### config.mk
export PLATFORM = sky130hd
export DESIGN_NAME = axis_gmii_rx_upsizer
export DESIGN_NICKNAME = d
export VERILOG_FILES = /design/src/rtl/axis_upsizer_pkg.sv /design/src/rtl/axis_gmii_rx_upsizer.sv
export SDC_FILE = /design/constraint.sdc
export NUM_CORES = 1
export LEC_CHECK = 0
export ABC_AREA = 1
export ABC_CLOCK_PERIOD_IN_PS = 4380
export BUFFER_PORTS_ARGS = -buffer_cell sky130_fd_sc_hd__buf_2
export CORE_ASPECT_RATIO = 0.5
export CORE_MARGIN = 4
export CORE_UTILIZATION = 63
export CTS_CLUSTER_DIAMETER = 120
export DETAILED_ROUTE_END_ITERATION = 8
export PLACE_DENSITY_LB_ADDON = 0.08
export SETUP_SLACK_MARGIN = 0.15
export SLEW_MARGIN = 20
export SYNTH_ARGS = -nofsm -noshare
export SYNTH_HDL_FRONTEND = slang
export SYNTH_SLANG_ARGS = --single-unit
### constraint.sdc
create_clock -name aclk -period 4.38 [get_ports aclk]
set_clock_uncertainty 0.2 [all_clocks]
set_input_delay 0.219 -clock aclk [delete_from_list [all_inputs] [get_ports aclk]]
set_output_delay 0.219 -clock aclk [all_outputs]
set_load 0.02 [all_outputs]
### src/rtl/axis_upsizer_pkg.sv
// Shared definitions for the RX-path 8-to-64 AXI-Stream upsizer.
package axis_upsizer_pkg;

    localparam int M_DATA_WIDTH = 64;
    localparam int M_KEEP_WIDTH = M_DATA_WIDTH / 8;
    localparam int IDX_WIDTH    = $clog2(M_KEEP_WIDTH);

    typedef enum logic [1:0] {
        PACK        = 2'd0,
        DROP_TERM   = 2'd1,
        TERM        = 2'd2,
        DROP_SILENT = 2'd3
    } state_e;

    // Terminator word closing a frame that lost data: one zero byte flagged bad.
    localparam logic [M_DATA_WIDTH-1:0] TERM_TDATA = '0;
    localparam logic [M_KEEP_WIDTH-1:0] TERM_TKEEP = M_KEEP_WIDTH'(1);
    localparam logic                    TERM_TLAST = 1'b1;
    localparam logic                    TERM_TUSER = 1'b1;

endpackage

### src/rtl/axis_gmii_rx_upsizer.sv
// Packs the stall-free GMII RX byte stream into 64-bit AXI-Stream words; frames
// that hit a full holding register are closed with a bad terminator word.
module axis_gmii_rx_upsizer #(
    parameter int S_DATA_WIDTH = 8,
    parameter int M_DATA_WIDTH = 64,
    parameter int M_KEEP_WIDTH = M_DATA_WIDTH / 8
) (
    input  logic                    aclk,
    input  logic                    aresetn,
    input  logic [S_DATA_WIDTH-1:0] s_axis_tdata,
    input  logic                    s_axis_tvalid,
    input  logic                    s_axis_tlast,
    input  logic                    s_axis_tuser,
    output logic [M_DATA_WIDTH-1:0] m_axis_tdata,
    output logic [M_KEEP_WIDTH-1:0] m_axis_tkeep,
    output logic                    m_axis_tvalid,
    input  logic                    m_axis_tready,
    output logic                    m_axis_tlast,
    output logic                    m_axis_tuser,
    output logic                    overflow,
    output logic                    frame_drop,
    output logic [1:0]              dbg_state
);
    import axis_upsizer_pkg::*;

    localparam int IDX_W = (M_KEEP_WIDTH > 1) ? $clog2(M_KEEP_WIDTH) : 1;

    // Handshake: a word transfers on any edge where m_axis_tvalid && m_axis_tready;
    // once raised, m_axis_tvalid and the word stay unchanged until that edge.

    state_e                  state_q, state_d;
    logic [IDX_W-1:0]        idx_q, idx_d;
    logic [M_DATA_WIDTH-1:0] acc_q, acc_d;
    logic                    pend_q, pend_d;

    logic [M_DATA_WIDTH-1:0] hdata_q, hdata_d;
    logic [M_KEEP_WIDTH-1:0] hkeep_q, hkeep_d;
    logic                    hlast_q, hlast_d;
    logic                    huser_q, huser_d;
    logic                    hvalid_q, hvalid_d;

    logic                    ovf_q, ovf_d;
    logic                    drop_q, drop_d;

    logic                    drain;
    logic                    hold_free;
    logic                    last_lane;
    logic                    silent;
    logic [M_DATA_WIDTH-1:0] packed_word;
    logic [M_KEEP_WIDTH-1:0] lane_mask;

    assign drain     = hvalid_q && m_axis_tready;
    assign hold_free = !hvalid_q || drain;
    assign last_lane = (idx_q == IDX_W'(M_KEEP_WIDTH - 1));

    // Lanes above idx are already zero because the accumulator clears on completion.
    always_comb begin
        packed_word = acc_q;
        lane_mask   = '0;
        for (int i = 0; i < M_KEEP_WIDTH; i++) begin
            if (idx_q == IDX_W'(i)) begin
                packed_word[i*8 +: 8] = s_axis_tdata[7:0];
            end
            lane_mask[i] = (IDX_W'(i) <= idx_q);
        end
    end

    always_comb begin
        state_d  = state_q;
        idx_d    = idx_q;
        acc_d    = acc_q;
        pend_d   = pend_q;
        hdata_d  = hdata_q;
        hkeep_d  = hkeep_q;
        hlast_d  = hlast_q;
        huser_d  = huser_q;
        hvalid_d = drain ? 1'b0 : hvalid_q;
        ovf_d    = 1'b0;
        drop_d   = 1'b0;
        silent   = pend_q;

        case (state_q)
            PACK: begin
                if (s_axis_tvalid) begin
                    if (last_lane || s_axis_tlast) begin
                        idx_d = '0;
                        acc_d = '0;
                        if (hold_free) begin
                            hdata_d  = packed_word;
                            hkeep_d  = lane_mask;
                            hlast_d  = s_axis_tlast;
                            huser_d  = s_axis_tuser & s_axis_tlast;
                            hvalid_d = 1'b1;
                        end else begin
                            ovf_d   = 1'b1;
                            state_d = s_axis_tlast ? TERM : DROP_TERM;
                        end
                    end else begin
                        acc_d = packed_word;
                        idx_d = idx_q + 1'b1;
                    end
                end
            end

            DROP_TERM: begin
                if (s_axis_tvalid && s_axis_tlast) begin
                    state_d = TERM;
                end
            end

            TERM: begin
                // A frame starting while the terminator waits is lost whole.
                if (s_axis_tvalid) begin
                    drop_d = 1'b1;
                    if (!s_axis_tlast) begin
                        pend_d = 1'b1;
                        silent = 1'b1;
                    end
                end
                if (hold_free) begin
                    hdata_d  = TERM_TDATA[M_DATA_WIDTH-1:0];
                    hkeep_d  = TERM_TKEEP[M_KEEP_WIDTH-1:0];
                    hlast_d  = TERM_TLAST;
                    huser_d  = TERM_TUSER;
                    hvalid_d = 1'b1;
                    pend_d   = 1'b0;
                    idx_d    = '0;
                    acc_d    = '0;
                    state_d  = silent ? DROP_SILENT : PACK;
                end
            end

            DROP_SILENT: begin
                if (s_axis_tvalid && s_axis_tlast) begin
                    idx_d   = '0;
                    acc_d   = '0;
                    state_d = PACK;
                end
            end

            default: state_d = PACK;
        endcase
    end

    always_ff @(posedge aclk or negedge aresetn) begin
        if (!aresetn) begin
            state_q  <= PACK;
            idx_q    <= '0;
            acc_q    <= '0;
            pend_q   <= 1'b0;
            hdata_q  <= '0;
            hkeep_q  <= '0;
            hlast_q  <= 1'b0;
            huser_q  <= 1'b0;
            hvalid_q <= 1'b0;
            ovf_q    <= 1'b0;
            drop_q   <= 1'b0;
        end else begin
            state_q  <= state_d;
            idx_q    <= idx_d;
            acc_q    <= acc_d;
            pend_q   <= pend_d;
            hdata_q  <= hdata_d;
            hkeep_q  <= hkeep_d;
            hlast_q  <= hlast_d;
            huser_q  <= huser_d;
            hvalid_q <= hvalid_d;
            ovf_q    <= ovf_d;
            drop_q   <= drop_d;
        end
    end

    assign m_axis_tdata  = hdata_q;
    assign m_axis_tkeep  = hkeep_q;
    assign m_axis_tvalid = hvalid_q;
    assign m_axis_tlast  = hlast_q;
    assign m_axis_tuser  = huser_q;
    assign overflow      = ovf_q;
    assign frame_drop    = drop_q;
    assign dbg_state     = state_q;

endmodule

==> reports/results.tsv, run 1 <==
stage	metric	value	unit
timing	Min Clock Period, post-route	2960	ps
clock_tree	CTS tree	built	
power	worst vdd rail ir drop	0.315	mV
global_route	largest net degree at the start of global routing	118	
global_route	sum of overflow across all layers after global routing	0	
synth	most instantiated cells after synthesis	nand2_1, dfrtp_1, nand3_1	
clock_tree	Clock transition at path regs	60	ps
clock_tree	later-pin clock latency in the skew report	420	ps
clock_tree	post-CTS setup buffer count	0	
synth	cell with the most instances after synthesis	nand2_1	
floorplan	Initial Util	65.3	%
cells_and_area	proportion of layout cells with a drive suffix above 1	14.0	%
routing	via density per instance	5.70	
synth	top_reg_cell synth	dfrtp_1	
timing	highest attainable clock frequency	0.337	GHz
synth	Synth cell types	26	
clock_tree	clock root buffer master	clkbuf_16	
floorplan	ports placed on the boundary	93	
synth	Syn Inst Count	986	
routing	first-iteration detailed-routing DRC count	783	
cells_and_area	# nets final	1082	
timing	slew margin rel.	36.9	%
cells_and_area	synth-to-layout area growth	15.7	%
cells_and_area	area of combinational cells with multiple inputs	0.00311	mm²
synth	Avg Inst Size Synth	7.36	µm²
cells_and_area	Post-Layout Inst Area	0.00839	mm²
routing	antenna viol nets, final	0	
timing	Worst-Margin Slew	946	ps
setup_path	worst reg2reg path depth	10	
synth	area fraction of the dominant cell type after synthesis	50.7	%
setup_path	kind of critical path	flip-flop to flip-flop	
floorplan	Core Area	0.0111	mm²
place	Final Wtd Congestion	0.896	
clock_tree	number of buffers between clock root and the deepest sink	2	
worst_hold_path	worst min-delay path endpoint	m_axis_tdata[12]	
setup_path	reg2reg end	m_axis_tdata[26]	
clock_tree	deepest level of the CTS H-tree	4	
routing	drt drc	0	
synth	cell types occupying the most area after synthesis	dfrtp_1, nand2_1, nand3_1	
floorplan	Total Die Area	0.0134	mm²
cells_and_area	sequential cell area	0.00368	mm²
setup_path	worst path arrival time	3120	ps
worst_hold_path	hold crit path type	primary input to flip-flop	
power	Static Leak	4.88	nW
cells_and_area	number of diodes	0	
synth	number of flip-flops and latches in the synthesized netlist	147	
setup_path	critical path startpoint category	flip-flop	
worst_hold_path	number of cells traversed by the worst hold path	5	
power	total power divided by cell area	607	mW/mm²
setup_path	reg2reg setup slack	1420	ps
floorplan	x dimension of the die	160	µm
synth	part of the Yosys area used for sequential elements	50.7	%
global_route	number of global-route vias before repair	6704	
timing	final setup violating endpoints	0	
synth	mapped cell area	0.00726	mm²
floorplan	standard-cell rows	27	
synth	count of warnings emitted by yosys	0	
flow_run	max capacitance violation total	0	
clock_tree	total clock sinks	147	
run_status	result of the run	complete, no violations	
global_route	number of antenna violations at the first check in global routing	0	
clock_tree	total CTS buffers	17	
setup_path	type of destination of the critical path	flip-flop	
clock_tree	post-cts resize count	0	
timing	number of max-slew violations in the final report	0	
synth	number of synthesized flops with an enable pin	0	
power	total power	5.09	mW
routing	number of optimization iterations in the first detailed-route pass	7	
clock_tree	hold bufs inserted after CTS	7	
routing	drt wl/cell	16.6	µm
synth	synthesized net count	1004	
timing	fin crit share	67.7	%
place	number of port buffers	92	
floorplan	Die H	83.9	µm
synth	share of flip-flops with an asynchronous set or reset after synthesis	100	%
cells_and_area	number of filler instances in the final layout	829	
global_route	first-pass GRT wire length	33800	µm
setup_path	Max Fanout on Critical Path	25	
setup_path	Crit Reg-Reg Startpoint	idx_q[0]	
timing	RSZ-0062 raised after global routing	false	
synth	most area-hungry cell type in the Yosys netlist	dfrtp_1	
routing	DRT Wirelength	20300	µm
timing	setup_tns	0	ps
place	Post-DP Area	0.00771	mm²
worst_hold_path	beginning of the worst hold path	s_axis_tdata[4]	
timing	final-report hold violation count	0	
place	HPWL Detailed	12100	µm
global_route	Global Route Usage Sum	31.2	%
setup_path	required time worst endpoint	4540	ps
routing	via count	6957	
==> metal layers <==
metal  part of all wire [%]  vias up  wire, µm  track usage [%]
met5                      0        -         0                0
met1                     44     3306      8830             44.1
met2                     45      384      9050             48.0
li1                       -     3208         -                -
met3                    9.4       59      1920             7.01
met4                    2.4        0       486             10.7
==> flip-flops by register name, indices dropped and copies added, names as in the netlist <==
| signal | count |
|---|---|
| m_axis_tuser | 1 |
| dbg_state | 2 |
| m_axis_tlast | 1 |
| pend_q | 1 |
| m_axis_tkeep | 8 |
| m_axis_tdata | 64 |
| m_axis_tvalid | 1 |
| acc_q | 64 |
| overflow | 1 |
| idx_q | 3 |
| frame_drop | 1 |
==> power by group <==
group          leakage (nW)  switching [mW]  internal [mW]
logic                  2.57            1.41          0.449
clock network         0.290           0.573          0.950
registers              2.02           0.143           1.57
total                  4.88            2.13           2.97
==> worst max-delay path by stage <==
stage | cells past startpoint | endpoint | start
3_3_place_gp | 10 | m_axis_tdata[25] | idx_q[0]
3_5_place_dp | 10 | m_axis_tdata[26] | idx_q[0]
6_report | 10 | m_axis_tdata[26] | idx_q[0]
4_1_cts | 10 | m_axis_tdata[29] | idx_q[0]
2_1_floorplan | 10 | m_axis_tdata[10] | idx_q[0]
5_1_grt | 10 | m_axis_tdata[29] | idx_q[0]
==> per-stage QoR <==
stage | setup slack, ps | instances | util [%] | hold slack, ps
6_report | 1420 | 1220 | 75.5 | 9.52
5_1_grt | 1210 | 1220 | 75.5 | 48.4
4_1_cts | 1450 | 1220 | 75.5 | 4.84
3_5_place_dp | 1590 | 1183 | 69.4 | 246
3_3_place_gp | 1660 | 1183 | 69.4 | 257
2_1_floorplan | 2350 | 986 | - | -277
==> cells by family after synthesis <==
| kind of cell | after synthesis | share of synthesized area [%] |
|---|---|---|
| AO/OA/AOI/OAI | 42 | 3.12 |
| AND/OR/NAND/NOR | 694 | 39.0 |
| flip-flops | 147 | 50.7 |
| adder cells (fa/ha/maj) | 4 | 0.690 |
| buffers and inverters | 99 | 6.54 |
==> placed cells by master, fill, tap and decap left out, types with 7 or more instances in the layout <==
cell type      Yosys  layout
buf_4              8       9
nor2_1            65      64
nand2_1          517     517
nor3_1            10      10
inv_1             45      45
o21ai_0           33      33
buf_2             22      91
dlygate4sd3_1      0       7
nand3_1           77      77
dfrtp_1          147     147
clkbuf_16          0      17
nand4_1           13      13
==> layout make-up <==
cell class / count / share of cell area (%)
clock buffer: 22 / 5.77
clock inverter: 8 / 1.51
inverter: 49 / 2.19
multi-input combinational: 740 / 37.1
sequential: 147 / 43.8
tap: 145 / 2.16
timing repair buffer: 109 / 7.47
==> worst max-delay path, cell delays in order, from the launching register on <==
cell and delay [ps]:
dfrtp_1 730, ha_1 260, ha_1 150, buf_4 210
inv_1 100, nand2_4 160, nand3_4 140, nor3_4 530
buf_12 260, nand2_1 80, nand2_1 70
No activity file was read; power rests on OpenSTA's default activity.
==> inputs of run 2 (changes only) <==
--- a/config.mk
+++ b/config.mk
@@ -6,11 +6,11 @@
 export NUM_CORES = 1
 export LEC_CHECK = 0
 export ABC_AREA = 1
-export ABC_CLOCK_PERIOD_IN_PS = 4380
+export ABC_CLOCK_PERIOD_IN_PS = 2900
 export BUFFER_PORTS_ARGS = -buffer_cell sky130_fd_sc_hd__buf_2
 export CORE_ASPECT_RATIO = 0.5
 export CORE_MARGIN = 4
-export CORE_UTILIZATION = 63
+export CORE_UTILIZATION = 58
 export CTS_CLUSTER_DIAMETER = 120
 export DETAILED_ROUTE_END_ITERATION = 8
 export PLACE_DENSITY_LB_ADDON = 0.08
==> constraint.sdc (replaced) <==
create_clock -name aclk -period 2.9 [get_ports aclk]
set_clock_uncertainty 0.2 [all_clocks]
set_input_delay 0.145 -clock aclk [delete_from_list [all_inputs] [get_ports aclk]]
set_output_delay 0.145 -clock aclk [all_outputs]
set_load 0.02 [all_outputs]
==> run 2 against run 1 <==
  * Highest routed layer is now met5
  * Routed wire length decreased by 4.8%
  * Critical path type unchanged
  * Sequential share of layout area is 0.93 points lower
  * Count of clock-buffer cells in the layout decreased by 4
  * Via count fell by 3.7%
  * Cell count increased by 2.8%
  * Register-to-register slack worse by 870 ps
  * Worst hold slack improved by 57 ps
  * Total power grew 53%
  * Utilization down 4.2 points
  * Global-route usage decreased by 2.9 points
  * Clock power increased by 59%
==> reports/results.tsv, run 2 (same netlist as run 1, synthesis figures left out) <==
stage	metric	value	unit	change
setup_path	type of destination of the critical path	flip-flop		
place	Worst Setup Slack post-DPL	602	ps	-986 ps
clock_tree	CTS tree	built		
timing	hold_ws	66.7	ps	+57.2 ps
setup_path	worst path arrival time	2460	ps	-660 ps
routing	number of optimization iterations in the first detailed-route pass	5		-2
power	Static Leak	4.96	nW	+1.6%
worst_hold_path	number of cells traversed by the worst hold path	4		-1
floorplan	Total Die Area	0.0145	mm²	+8.0%
power	total power divided by cell area	912	mW/mm²	+50%
routing	via density per instance	5.34		-6.3%
routing	drt wl/cell	15.4	µm	-7.4%
setup_path	reg2reg end	acc_q[55]		
floorplan	Core Area	0.0120	mm²	+8.1%
routing	first-iteration detailed-routing DRC count	690		-12%
global_route	first-pass GRT wire length	33000	µm	-2.4%
place	post-placement cell count	1208		+2.1%
setup_path	reg2reg setup slack	540	ps	-870 ps
setup_path	required time worst endpoint	3010	ps	-1530 ps
timing	fin worst setup slack	544	ps	-871 ps
routing	drt drc	0		unchanged
worst_hold_path	beginning of the worst hold path	m_axis_tready		
timing	final-report hold violation count	0		unchanged
setup_path	worst reg2reg path depth	5		-5
cells_and_area	# nets final	1095		+1.2%
timing	number of max-slew violations in the final report	0		unchanged
routing	via count	6699		-3.7%
cells_and_area	number of filler instances in the final layout	971		+17%
floorplan	x dimension of the die	166	µm	+4.0%
cells_and_area	Layout Cells excl Fill	1254		+2.8%
cells_and_area	commonest cells after routing, fill and taps aside	nand2_1, dfrtp_1, buf_2		
floorplan	ports placed on the boundary	93		unchanged
worst_hold_path	worst min-delay path endpoint	overflow		
setup_path	critical path startpoint category	flip-flop		
setup_path	Max Fanout on Critical Path	64		+160%
floorplan	Die H	87.1	µm	+3.8%
worst_hold_path	hold crit path type	primary input to flip-flop		
global_route	largest net degree at the start of global routing	79		-33%
clock_tree	total CTS buffers	17		unchanged
timing	Worst-Margin Slew	718	ps	-228 ps
cells_and_area	number of diodes	0		unchanged
cells_and_area	share of the core filled with cells in the final layout	71.3	%	-4.2 points
floorplan	standard-cell rows	28		+3.7%
clock_tree	number of buffers between clock root and the deepest sink	2		unchanged
place	Final Wtd Congestion	0.894		-0.26%
clock_tree	deepest level of the CTS H-tree	4		unchanged
routing	antenna viol nets, final	0		unchanged
clock_tree	later-pin clock latency in the skew report	420	ps	about the same
power	worst vdd rail ir drop	0.689	mV	+120%
flow_run	max capacitance violation total	0		unchanged
global_route	number of antenna violations at the first check in global routing	1		+1
global_route	number of global-route vias before repair	6663		-0.61%
timing	setup_tns	0	ps	unchanged
floorplan	Initial Util	60.4	%	-4.9 points
timing	RSZ-0062 raised after global routing	false		
setup_path	Crit Reg-Reg Startpoint	dbg_state[1]		
place	Post-DP Area	0.00778	mm²	+0.97%
run_status	result of the run	complete, no violations		
cells_and_area	synth-to-layout area growth	18.2	%	
clock_tree	post-cts resize count	0		unchanged
global_route	sum of overflow across all layers after global routing	0		unchanged
timing	final setup violating endpoints	0		unchanged
timing	slew margin rel.	52.1	%	+15 points
clock_tree	clock root buffer master	clkbuf_16		
routing	DRT Wirelength	19300	µm	-4.8%
setup_path	kind of critical path	flip-flop to flip-flop		
cells_and_area	most common cell after layout, fill and taps aside	nand2_1		
place	HPWL Detailed	12100	µm	-0.13%
clock_tree	Clock transition at path regs	60	ps	about the same
power	total power	7.82	mW	+53%
timing	fin crit share	81.2	%	+14 points
cells_and_area	Post-Layout Inst Area	0.00857	mm²	+2.2%
timing	Min Clock Period, post-route	2360	ps	-609 ps
global_route	Global Route Usage Sum	28.3	%	-2.9 points
timing	highest attainable clock frequency	0.425	GHz	+26%
clock_tree	total clock sinks	147		unchanged
cells_and_area	proportion of layout cells with a drive suffix above 1	14.3	%	+0.37 points
place	number of port buffers	92		unchanged
==> run 2: cell type report <==
type	instances	area, µm²	area share, %
clock inverter	13	210	2.45
timing repair buffer	122	754	8.80
clock buffer	18	429	5.01
tap	165	206	2.41
sequential	147	3680	42.9
inverter	49	184	2.15
multi-input combinational	740	3110	36.3
==> run 2: critical path, stage by stage (launching register included) <==
cell	delay, ps
dfrtp_1	630
inv_2	130
o21ai_2	460
nand2_4	520
nand2_1	210
nand2_1	80
==> run 2: layer usage <==
metal | global-route usage [%] | up-vias | wire [µm]
met3 | 7.93 | 36 | 1840
met4 | 6.96 | 2 | 330
met2 | 44.9 | 283 | 8400
met5 | 0 | - | 13
li1 | - | 3239 | -
met1 | 39.3 | 3139 | 8730
==> run 2: worst max path at each step <==
stage | start | endpoint | slack, ps | depth (start not counted)
2_1_floorplan | idx_q[0] | m_axis_tdata[10] | 870 | 10
3_3_place_gp | dbg_state[1] | acc_q[14] | 650 | 5
3_5_place_dp | dbg_state[1] | acc_q[25] | 600 | 5
4_1_cts | dbg_state[0] | acc_q[55] | 560 | 7
5_1_grt | dbg_state[0] | acc_q[13] | 360 | 7
6_report | dbg_state[1] | acc_q[55] | 540 | 5
==> run 2: where the power goes <==
group	switching (mW)	internal, mW	total (mW)
sequential	0.214	2.37	2.58
combinational	2.10	0.723	2.82
clock	0.884	1.52	2.41
total	3.20	4.62	7.82
==> run 2: what timing repair did <==
item / in CTS / in global routing
buffers inserted: 0 / 0
hold buffers: 15 / 0
hold endpoints to repair: 169 / 0
==> inputs of run 3 (changes only) <==
--- a/config.mk
+++ b/config.mk
@@ -6,11 +6,11 @@
 export NUM_CORES = 1
 export LEC_CHECK = 0
 export ABC_AREA = 1
-export ABC_CLOCK_PERIOD_IN_PS = 2900
+export ABC_CLOCK_PERIOD_IN_PS = 2000
 export BUFFER_PORTS_ARGS = -buffer_cell sky130_fd_sc_hd__buf_2
 export CORE_ASPECT_RATIO = 0.5
 export CORE_MARGIN = 4
-export CORE_UTILIZATION = 58
+export CORE_UTILIZATION = 52
 export CTS_CLUSTER_DIAMETER = 120
 export DETAILED_ROUTE_END_ITERATION = 8
 export PLACE_DENSITY_LB_ADDON = 0.08
==> constraint.sdc (replaced) <==
create_clock -name aclk -period 2 [get_ports aclk]
set_clock_uncertainty 0.2 [all_clocks]
set_input_delay 0.1 -clock aclk [delete_from_list [all_inputs] [get_ports aclk]]
set_output_delay 0.1 -clock aclk [all_outputs]
set_load 0.02 [all_outputs]
==> run 3 against run 2 <==
  * Final area rose by 12%
  * Utilization fell by 0.47 points
  * Largest power group unchanged
  * Worst hold slack got worse by 57 ps
  * Fmax rose by 19%
  * Largest cell class unchanged
  * Via count rose by 5.1%
  * Setup slack got worse by 520 ps
  * Clock power rose by 37%
  * Total power rose by 64%
==> reports/results.tsv, run 3 (same netlist as run 1, synthesis figures left out) <==
stage	metric	value	unit	change
setup_path	type of destination of the critical path	flip-flop		
cells_and_area	# nets final	1141		+4.2%
global_route	sum of overflow across all layers after global routing	0		unchanged
setup_path	Crit path top cell by count	nand2_1		
setup_path	Crit Reg-Reg Startpoint	idx_q[0]		
timing	highest attainable clock frequency	0.507	GHz	+19%
clock_tree	Clock transition at path regs	70	ps	about the same
timing	fin crit share	98.7	%	+17 points
clock_tree	later-pin clock latency in the skew report	430	ps	about the same
cells_and_area	area of combinational cells with multiple inputs	0.00352	mm²	+13%
setup_path	critical path startpoint category	flip-flop		
setup_path	critical-path cell with the highest stage delay	dfrtp_1		
cells_and_area	synth-to-layout area growth	32.7	%	
routing	via density per instance	5.30		-0.79%
cells_and_area	number of diodes	0		unchanged
place	Final Wtd Congestion	0.843		-5.7%
cells_and_area	most common cell after layout, fill and taps aside	nand2_1		
global_route	largest net degree at the start of global routing	62		-22%
global_route	Global Route Usage Sum	26.1	%	-2.2 points
routing	DRT Wirelength	22200	µm	+15%
setup_path	launching instance or port of the critical path	idx_q[0]		
setup_path	reg2reg setup slack	30	ps	-520 ps
setup_path	CP delay by family, top	simple AND/OR/NAND/NOR gates		
worst_hold_path	hold crit path type	primary input to async pin		
routing	number of optimization iterations in the first detailed-route pass	6		+1
cells_and_area	sequential cell area	0.00368	mm²	+0.10%
timing	number of max-slew violations in the final report	0		unchanged
timing	final-report hold violation count	0		unchanged
timing	Worst-Margin Slew	538	ps	-180 ps
floorplan	Initial Util	53.4	%	-7.0 points
flow_run	max capacitance violation total	0		unchanged
cells_and_area	share of the core filled with cells in the final layout	70.9	%	-0.47 points
floorplan	Total Die Area	0.0160	mm²	+11%
setup_path	Max Fanout on Critical Path	7		-89%
cells_and_area	commonest cells after routing, fill and taps aside	nand2_1, dfrtp_1, buf_2		
setup_path	reg2reg end	m_axis_tdata[1]		
setup_path	worst path arrival time	2150	ps	-310 ps
setup_path	cell count along the critical path	9		+4
power	Static Leak	5.56	nW	+12%
cells_and_area	number of filler instances in the final layout	1070		+10%
global_route	number of global-route vias before repair	6470		-2.9%
routing	via count	7038		+5.1%
cells_and_area	Layout Cells excl Fill	1328		+5.9%
cells_and_area	proportion of layout cells with a drive suffix above 1	26.6	%	+12 points
place	number of port buffers	92		unchanged
timing	Min Clock Period, post-route	1970	ps	-381 ps
clock_tree	deepest level of the CTS H-tree	4		unchanged
run_status	result of the run	complete, no violations		
setup_path	buffering stage count on the worst path with inverters included	2		+1
setup_path	cell breakdown of the critical path	ha_2 > ha_4 > nor2_4 > nand2_2 > nand4_1 > buf_6 > clkbuf_16 > nand2_1 > nand2_1		
routing	antenna viol nets, final	0		unchanged
routing	drt drc	0		unchanged
floorplan	standard-cell rows	30		+7.1%
clock_tree	CTS tree	built		
floorplan	x dimension of the die	175	µm	+5.3%
timing	hold_ws	9.96	ps	-56.7 ps
power	worst vdd rail ir drop	1.18	mV	+71%
clock_tree	clock root buffer master	clkbuf_16		
clock_tree	number of buffers between clock root and the deepest sink	2		unchanged
floorplan	Core Area	0.0136	mm²	+13%
setup_path	required time worst endpoint	2170	ps	-840 ps
global_route	first-pass GRT wire length	33500	µm	+1.7%
routing	drt wl/cell	16.7	µm	+8.5%
power	total power divided by cell area	1330	mW/mm²	+46%
setup_path	end point of the critical path	m_axis_tdata[1]		
timing	final setup violating endpoints	0		unchanged
timing	RSZ-0062 raised after global routing	true		
setup_path	worst reg2reg path depth	9		+4
timing	fin worst setup slack	25.8	ps	-519 ps
floorplan	Die H	91.5	µm	+5.1%
routing	first-iteration detailed-routing DRC count	700		+1.4%
place	Worst Setup Slack post-DPL	66.6	ps	-536 ps
clock_tree	total clock sinks	147		unchanged
setup_path	Max stage delay on crit path	410	ps	-220 ps
clock_tree	total CTS buffers	17		unchanged
global_route	number of antenna violations at the first check in global routing	0		-1
timing	slew margin rel.	64.1	%	+12 points
place	HPWL Detailed	12900	µm	+6.6%
floorplan	ports placed on the boundary	93		unchanged
setup_path	kind of critical path	flip-flop to flip-flop		
place	post-placement cell count	1258		+4.1%
run 3: cell types whose count changed in the layout (fill, tap and decap cells not counted), moves of 7 or more:
cell / delta
nand2_1: -78
clkbuf_16: +7
o21ai_1: +17
o21ai_0: -23
buf_12: +11
nand2_2: +54
buf_4: +20
nand2_4: +23
run 3: repair_timing:
item | CTS | global route
gates resized for setup | 15 | 155
setup buffers | 5 | 8
pin swaps | 2 | 37
hold buffers | 13 | 0
cloned | 1 | 11
endpoints found under the setup margin | 76 | 142
endpoints found under the hold margin | 171 | 0
run 3: worst min path at each step:
stage,from,slack [ps],depth (start not counted),end
floorplan,aresetn,-400,0,acc_q[0]
global placement,aresetn,-110,1,acc_q[32]
detailed placement,aresetn,-100,1,acc_q[32]
CTS,m_axis_tready,20,4,overflow
global route,aresetn,60,2,acc_q[32]
finish,aresetn,10,2,acc_q[32]
run 3: metal layers:
layer / wire length, µm / vias to the layer above / GRT usage, %
li1: - / 3351 / -
met1: 10600 / 3387 / 38.4
met5: 0 / - / 0
met2: 9790 / 279 / 39.7
met4: 171 / 0 / 5.81
met3: 1680 / 21 / 5.70
run 3: cell type report:
class                           count  area share (%)
Clock inverter                     13            1.52
Inverter                           49            1.94
Tap cell                          192            2.49
Timing Repair Buffer              168            14.5
Multi-Input combinational cell    740            36.6
Clock buffer                       19            4.70
Sequential cell                   147            38.2
run 3: worst reg2reg max path, delay by kind of cell, from the launching register on:
kind,cells,cell delay (ps)
fa+ha+maj,2,390
buf+inv,2,440
flops,1,410
simple gates,5,480
run 3: where the power goes:
group	total [mW]	internal (mW)	switching, mW
Combinational	5.82	2.00	3.82
Clock	3.30	1.92	1.38
Sequential	3.73	3.44	0.289
Total	12.8	7.36	5.49
run 3: metrics by stage:
step | area [µm²] | total power, mW | setup TNS [ps]
finish | 9630 | 12.8 | 0
global route | 9630 | 13.5 | -788
CTS | 8910 | 11.7 | 0
detailed placement | 8080 | 8.20 | 0
global placement | 8080 | 8.11 | 0
floorplan | 7340 | 6.92 | 0
